`config.mk`:
```
export PLATFORM = sky130hd
export DESIGN_NAME = fetch_unit
export DESIGN_NICKNAME = d
export VERILOG_FILES = /design/src/rtl/arm_fetch_pkg.sv /design/src/rtl/fetch_buf.sv /design/src/rtl/fetch_unit.sv
export SDC_FILE = /design/constraint.sdc
export NUM_CORES = 1
export LEC_CHECK = 0
export CORE_UTILIZATION = 49
export DETAILED_ROUTE_END_ITERATION = 10
export GPL_TIMING_DRIVEN = 0
export PLACE_DENSITY = 0.91
export SLEW_MARGIN = 20
export SYNTH_ARGS = -nofsm -noshare
export SYNTH_HDL_FRONTEND = slang
export SYNTH_SLANG_ARGS = --single-unit
export TNS_END_PERCENT = 50
```
`constraint.sdc`:
```
create_clock -name clk -period 8.35 [get_ports clk]
set_clock_uncertainty 0.15 [all_clocks]
set_input_delay 2.0875 -clock clk [delete_from_list [all_inputs] [get_ports clk]]
set_output_delay 2.0875 -clock clk [all_outputs]
set_load 0.03 [all_outputs]
```
`src/rtl/arm_fetch_pkg.sv`:
```
// Shared types and constants for the instruction-fetch stage.
//   INSTR_W      instruction word width
//   PC_INCR      sequential fetch step in bytes
//   PC_READ_OFS  offset from the fetch PC to the architectural PC read value
//   fetch_entry_t  one prefetch buffer entry: fetch PC plus the fetched word
package arm_fetch_pkg;

  localparam int          INSTR_W     = 32;
  localparam logic [31:0] PC_INCR     = 32'd4;
  localparam logic [31:0] PC_READ_OFS = 32'd8;

  typedef struct packed {
    logic [31:0]        pc;
    logic [INSTR_W-1:0] instr;
  } fetch_entry_t;

endpackage

```
`src/rtl/fetch_buf.sv`:
```
// Prefetch buffer: a small FIFO of fetch_entry_t between fetch and decode.
//   clk, reset_n  clock and asynchronous active-low reset
//   push, din     write din at the tail (caller guarantees !full or pop)
//   pop           drop the head entry (caller guarantees !empty)
//   flush         discard every entry; wins over push and pop
//   full, empty   occupancy flags
//   head          oldest entry; contents are meaningless while empty
module fetch_buf
  import arm_fetch_pkg::*;
#(
  parameter int BUF_DEPTH = 2
) (
  input  logic         clk,
  input  logic         reset_n,
  input  logic         push,
  input  logic         pop,
  input  logic         flush,
  input  fetch_entry_t din,
  output logic         full,
  output logic         empty,
  output fetch_entry_t head
);

  localparam int AW = $clog2(BUF_DEPTH);
  localparam logic [AW:0] PTR_ONE = (AW+1)'(1);

  // Pointers carry one extra wrap bit so equal indices can be told apart
  // as either empty (same lap) or full (one lap apart).
  logic [AW:0]  wr_ptr;
  logic [AW:0]  rd_ptr;
  fetch_entry_t mem [BUF_DEPTH];

  always_ff @(posedge clk or negedge reset_n) begin
    if (!reset_n) begin
      wr_ptr <= '0;
      rd_ptr <= '0;
    end else if (flush) begin
      wr_ptr <= '0;
      rd_ptr <= '0;
    end else begin
      if (push) wr_ptr <= wr_ptr + PTR_ONE;
      if (pop)  rd_ptr <= rd_ptr + PTR_ONE;
    end
  end

  // NOTE: storage is deliberately not reset; the pointers alone decide
  // validity, and leaving the array out of reset keeps it a plain RAM.
  always_ff @(posedge clk) begin
    if (push && !flush) mem[wr_ptr[AW-1:0]] <= din;
  end

  assign empty = (wr_ptr == rd_ptr);
  assign full  = (wr_ptr[AW] != rd_ptr[AW]) &&
                 (wr_ptr[AW-1:0] == rd_ptr[AW-1:0]);
  assign head  = mem[rd_ptr[AW-1:0]];

endmodule

```
`src/rtl/fetch_unit.sv`:
```
// Instruction-fetch stage. Holds the PC, reads imem combinationally, and
// queues {pc, instr} into a prefetch buffer that decode drains over a
// valid/ready handshake. A branch redirect flushes the buffer.
//   clk, reset_n          clock and asynchronous active-low reset
//   imem_a / imem_rd      word index to imem / word returned same cycle
//   br_valid, br_target   redirect request and byte target from execute
//   out_valid, out_ready  head-valid / decode-accept handshake
//   out_instr, out_pc     head instruction and its byte PC (0 while empty)
//   out_pc8               out_pc + 8, the architectural PC read value
//   fault                 sticky: misaligned redirect or out-of-range PC
module fetch_unit
  import arm_fetch_pkg::*;
#(
  parameter logic [31:0] RESET_PC   = 32'h0000_0000,
  parameter int          IMEM_WORDS = 64,
  parameter int          BUF_DEPTH  = 2
) (
  input  logic               clk,
  input  logic               reset_n,
  output logic [31:0]        imem_a,
  input  logic [INSTR_W-1:0] imem_rd,
  input  logic               br_valid,
  input  logic [31:0]        br_target,
  output logic               out_valid,
  input  logic               out_ready,
  output logic [INSTR_W-1:0] out_instr,
  output logic [31:0]        out_pc,
  output logic [31:0]        out_pc8,
  output logic               fault
);

  localparam logic [31:0] IMEM_LIMIT = 32'(IMEM_WORDS);

  logic [31:0]  pc;
  logic         in_range;
  logic         pop;
  logic         fetch;
  logic         buf_full;
  logic         buf_empty;
  fetch_entry_t buf_head;
  fetch_entry_t push_entry;

  assign imem_a     = {2'b00, pc[31:2]};
  assign in_range   = (imem_a < IMEM_LIMIT);
  assign out_valid  = !buf_empty;
  assign pop        = out_valid && out_ready;
  // A slot freed by this cycle's pop can be refilled at the same edge.
  assign fetch      = !fault && !br_valid && (!buf_full || pop) && in_range;
  assign push_entry = '{pc: pc, instr: imem_rd};

  // NOTE: sequential state uses non-blocking assignments so every register
  // samples the pre-edge values regardless of statement order.
  always_ff @(posedge clk or negedge reset_n) begin
    if (!reset_n) begin
      pc    <= RESET_PC;
      fault <= 1'b0;
    end else if (br_valid) begin
      // Once faulted, a redirect only flushes the buffer; pc stays put.
      if (!fault) begin
        pc <= {br_target[31:2], 2'b00};
        if (br_target[1:0] != 2'b00) fault <= 1'b1;
      end
    end else if (!fault) begin
      if (!in_range)  fault <= 1'b1;
      else if (fetch) pc    <= pc + PC_INCR;
    end
  end

  fetch_buf #(
    .BUF_DEPTH (BUF_DEPTH)
  ) u_buf (
    .clk     (clk),
    .reset_n (reset_n),
    .push    (fetch),
    .pop     (pop),
    .flush   (br_valid),
    .din     (push_entry),
    .full    (buf_full),
    .empty   (buf_empty),
    .head    (buf_head)
  );

  // Head fields read as zero while empty so the unreset storage never leaks.
  // NOTE: every output gets a default first so no path can infer a latch.
  always_comb begin
    out_instr = '0;
    out_pc    = '0;
    out_pc8   = '0;
    if (out_valid) begin
      out_instr = buf_head.instr;
      out_pc    = buf_head.pc;
      out_pc8   = buf_head.pc + PC_READ_OFS;
    end
  end

endmodule

```
==> results.sh <==
export IMPL_finalSetupViolCount=0
export IMPL_yosysSeqAreaShare=0.634
export IMPL_clk_pin_slew_ns=0.06
export IMPL_muxShareOfSynthArea=0.0879
export IMPL_worst_pin_slew_ns=0.775
export IMPL_max_cap_viol_count=0
export IMPL_critPathMaxFanout=10
export IMPL_cts_buffer_depth=2
export IMPL_ant_nets=0
export IMPL_final_setup_worst_slack_ns=2.24
export IMPL_finalCritPeriodShare=0.732
export IMPL_worstSetupPathType="reg2out"
export IMPL_ioPinCount=198
export IMPL_fillCellCount=983
export IMPL_cts_sinks=159
export IMPL_grt_ovfl_total=0
export IMPL_vdd_ir_drop_max_mv=0.136
export IMPL_fmax_mhz=164
export IMPL_end_kind="output port"
export IMPL_period_minus_slack_ns=6.11
export IMPL_reg2reg_from="pc[20]$_DFFE_PN0P_"
export IMPL_slew_headroom=0.482
export IMPL_grt_pass1_vias=5293
export IMPL_htree_num_levels=4
export IMPL_num_vias=5375
export IMPL_critPathCapture="out_pc8[17]"
export IMPL_power_density_mw_per_mm2=169
export IMPL_hold_viol=0
export IMPL_status="complete, no violations"
export IMPL_die_y_um=124
export IMPL_wire_per_inst_um=17.8
export IMPL_synth_xor_area_share=0.0181
export IMPL_ys_types=57
export IMPL_pre_cts_ws_ns=2.74
export IMPL_synth_top_family_by_area="simple AND/OR/NAND/NOR gates"
export IMPL_crit_start="u_buf.rd_ptr[0]$_DFFE_PN0P_"
export IMPL_die_w_um=124
export IMPL_cts_root_buf="clkbuf_16"
export IMPL_synth_warnings=0
export IMPL_drv_slew=0
export IMPL_rsz0062_at_grt="no"
export IMPL_place_congestion=0.896
export IMPL_track_usage=0.243
export IMPL_synth_seq_cells=159
export IMPL_vias_per_cell=5.36
export IMPL_nets=876
export IMPL_grt_pass1_wl_mm=27.2
export IMPL_syn_inst=579
export IMPL_r2r_slack_ns=5.13
export IMPL_n_antenna_cell=0
export IMPL_synth_compound_area_frac=0.0540
export IMPL_holdBufCountCts=0
export IMPL_synthAdderAreaFrac=0.00345
export IMPL_reg2reg_to="u_buf.mem[0][14]$_DFFE_PP_"
export IMPL_cts_tree="done"
export IMPL_antenna_found_initial=0
export IMPL_cts_setup_buffers=0
export IMPL_final_cell_mix="clkdlybuf4s50_1, edfxtp_1, nand2_1"
export IMPL_fp_dieArea_mm2=0.0153
export IMPL_dr_pass1_iters=5
export IMPL_syn_area_mm2=0.00726
export IMPL_fin_util=0.700
export IMPL_rows=44
export IMPL_drc=0
export IMPL_ff2ff_path_depth=10
export IMPL_start_util=0.501
export IMPL_final_common_cell="clkdlybuf4s50_1"
export IMPL_yosys_area_share_simple=0.168
export IMPL_routed_wirelength_mm=17.9
export IMPL_io_buffers=190
export IMPL_hold_path_class="reg2reg"
export IMPL_crit_required_ns=6.11
export IMPL_area_growth_pct=39.7
export IMPL_final_layout_size_suffix_gt1_frac=0.106
export IMPL_p_leak_uw=0.00366
export IMPL_multiInputGateArea_mm2=0.00243
export IMPL_crit_arrival_ns=3.88
export IMPL_start_kind="register"
export IMPL_regArea_mm2=0.00460
export IMPL_synth_area_per_cell_um2=12.5
export IMPL_drt_iter0_drc=281
export IMPL_grt_max_degree=31
export IMPL_hpwlAfterDp_mm=13.3
export IMPL_core_region_area_mm2=0.0145
export IMPL_cts_buffers=17
export IMPL_clock_latency_ns=0.42
export IMPL_cts_repair_resized=0
[stage by stage]
stage | power [uW] | setup TNS (ns) | instance area (um^2) | hold WS (ns) | cells
after floorplan | 914 | 0 | 7280 | 0.375 | 584
after global placement | 967 | -124.41 | 9410 | 0.371 | 958
after detailed placement | 971 | 0 | 9550 | 0.384 | 971
after CTS | 1730 | 0 | 10100 | 0.396 | 1003
after global routing | 1770 | 0 | 10100 | 0.407 | 1003
final | 1710 | 0 | 10100 | 0.405 | 1003
[cell usage after synthesis (all sizes together)]
cell type / n / area share
a32o: 4 / 0.0055
nand3: 11 / 0.0076
a211oi: 3 / 0.0048
a32oi: 2 / 0.0024
nand2: 84 / 0.043
dfrtp: 35 / 0.12
inv: 9 / 0.0047
a2bb2oi: 1 / 0.0012
nor2: 79 / 0.041
a21oi: 10 / 0.010
nor3: 15 / 0.010
edfxtp: 124 / 0.51
clkbuf: 14 / 0.0072
nand2b: 1 / 0.00086
nand4: 11 / 0.012
xor2: 4 / 0.0048
a21boi: 1 / 0.0010
ha: 2 / 0.0034
nor3b: 3 / 0.0047
nand4b: 3 / 0.0078
buf: 23 / 0.023
or3: 2 / 0.0017
or2: 3 / 0.0026
xnor2: 11 / 0.013
mux2: 6 / 0.0093
a31o: 4 / 0.0048
a22o: 1 / 0.0012
nor4: 14 / 0.018
and4: 1 / 0.0012
a22oi: 2 / 0.0040
mux2i: 57 / 0.079
o21ai: 7 / 0.0048
o31ai: 1 / 0.0010
nand3b: 4 / 0.0041
and4b: 1 / 0.0014
and3: 2 / 0.0017
o21bai: 1 / 0.0010
o21a: 3 / 0.0031
nor2b: 4 / 0.0034
o31a: 6 / 0.0072
o22ai: 2 / 0.0017
conb: 1 / 0.00052
and2: 7 / 0.0060
[routing by layer]
layer	GRT usage	part of all wire	vias to the layer above
met3	0.0673	0.068	38
met2	0.410	0.50	225
met4	0.115	0.028	0
met5	0	0	-
met1	0.286	0.40	2572
li1	-	-	2540
[state kept, by name, summed over array words and instances, names as in the netlist]
name and count:
u_buf.mem 124, pc 30, u_buf.rd_ptr 2, u_buf.wr_ptr 2, fault 1
[area by class of cell]
cell class / instances / share of cell area
inverters: 9 / 0.00333
plain buffers: 37 / 0.0214
clock inverters: 14 / 0.0155
flip-flops and latches: 159 / 0.454
clock buffers: 18 / 0.0423
repair buffers: 203 / 0.201
multi-input cells: 379 / 0.240
well taps: 184 / 0.0227
[power by group]
group | internal [uW] | switching, uW | leakage, uW
clock network | 446 | 312 | 0.000289
registers | 860 | 12.4 | 0.00165
logic | 45.7 | 36.9 | 0.00171
total | 1350 | 361 | 0.00366
[critical path: stages (launching register included)]
cell,delay (ns)
dfrtp_1,0.35
buf_6,0.13
buf_2,0.25
buf_4,0.25
buf_4,0.24
mux2_2,0.22
ha_1,0.14
inv_1,0.09
a21oi_4,0.27
nand3_1,0.17
buf_2,0.21
o31ai_1,0.38
clkdlybuf4s50_1,0.74
[how the worst min path moves through the flow]
stage / start / endpoint / cells after the start
floorplan: u_buf.rd_ptr[1]$_DFFE_PN0P_ / u_buf.rd_ptr[1]$_DFFE_PN0P_ / 2
global placement: pc[23]$_DFFE_PN0P_ / u_buf.mem[1][55]$_DFFE_PP_ / 0
detailed placement: pc[25]$_DFFE_PN0P_ / u_buf.mem[1][57]$_DFFE_PP_ / 0
CTS: pc[25]$_DFFE_PN0P_ / u_buf.mem[0][57]$_DFFE_PP_ / 0
global route: pc[24]$_DFFE_PN0P_ / u_buf.mem[0][56]$_DFFE_PP_ / 0
finish: pc[24]$_DFFE_PN0P_ / u_buf.mem[0][56]$_DFFE_PP_ / 0
[logic make-up after synthesis]
kind of cell	after synthesis
simple gates	245
flops	159
xor+xnor	15
fa+ha+maj	2
mux	63
buf+inv	46
other cells	1
compound gates	48
Power figures use the tool's default switching activity.
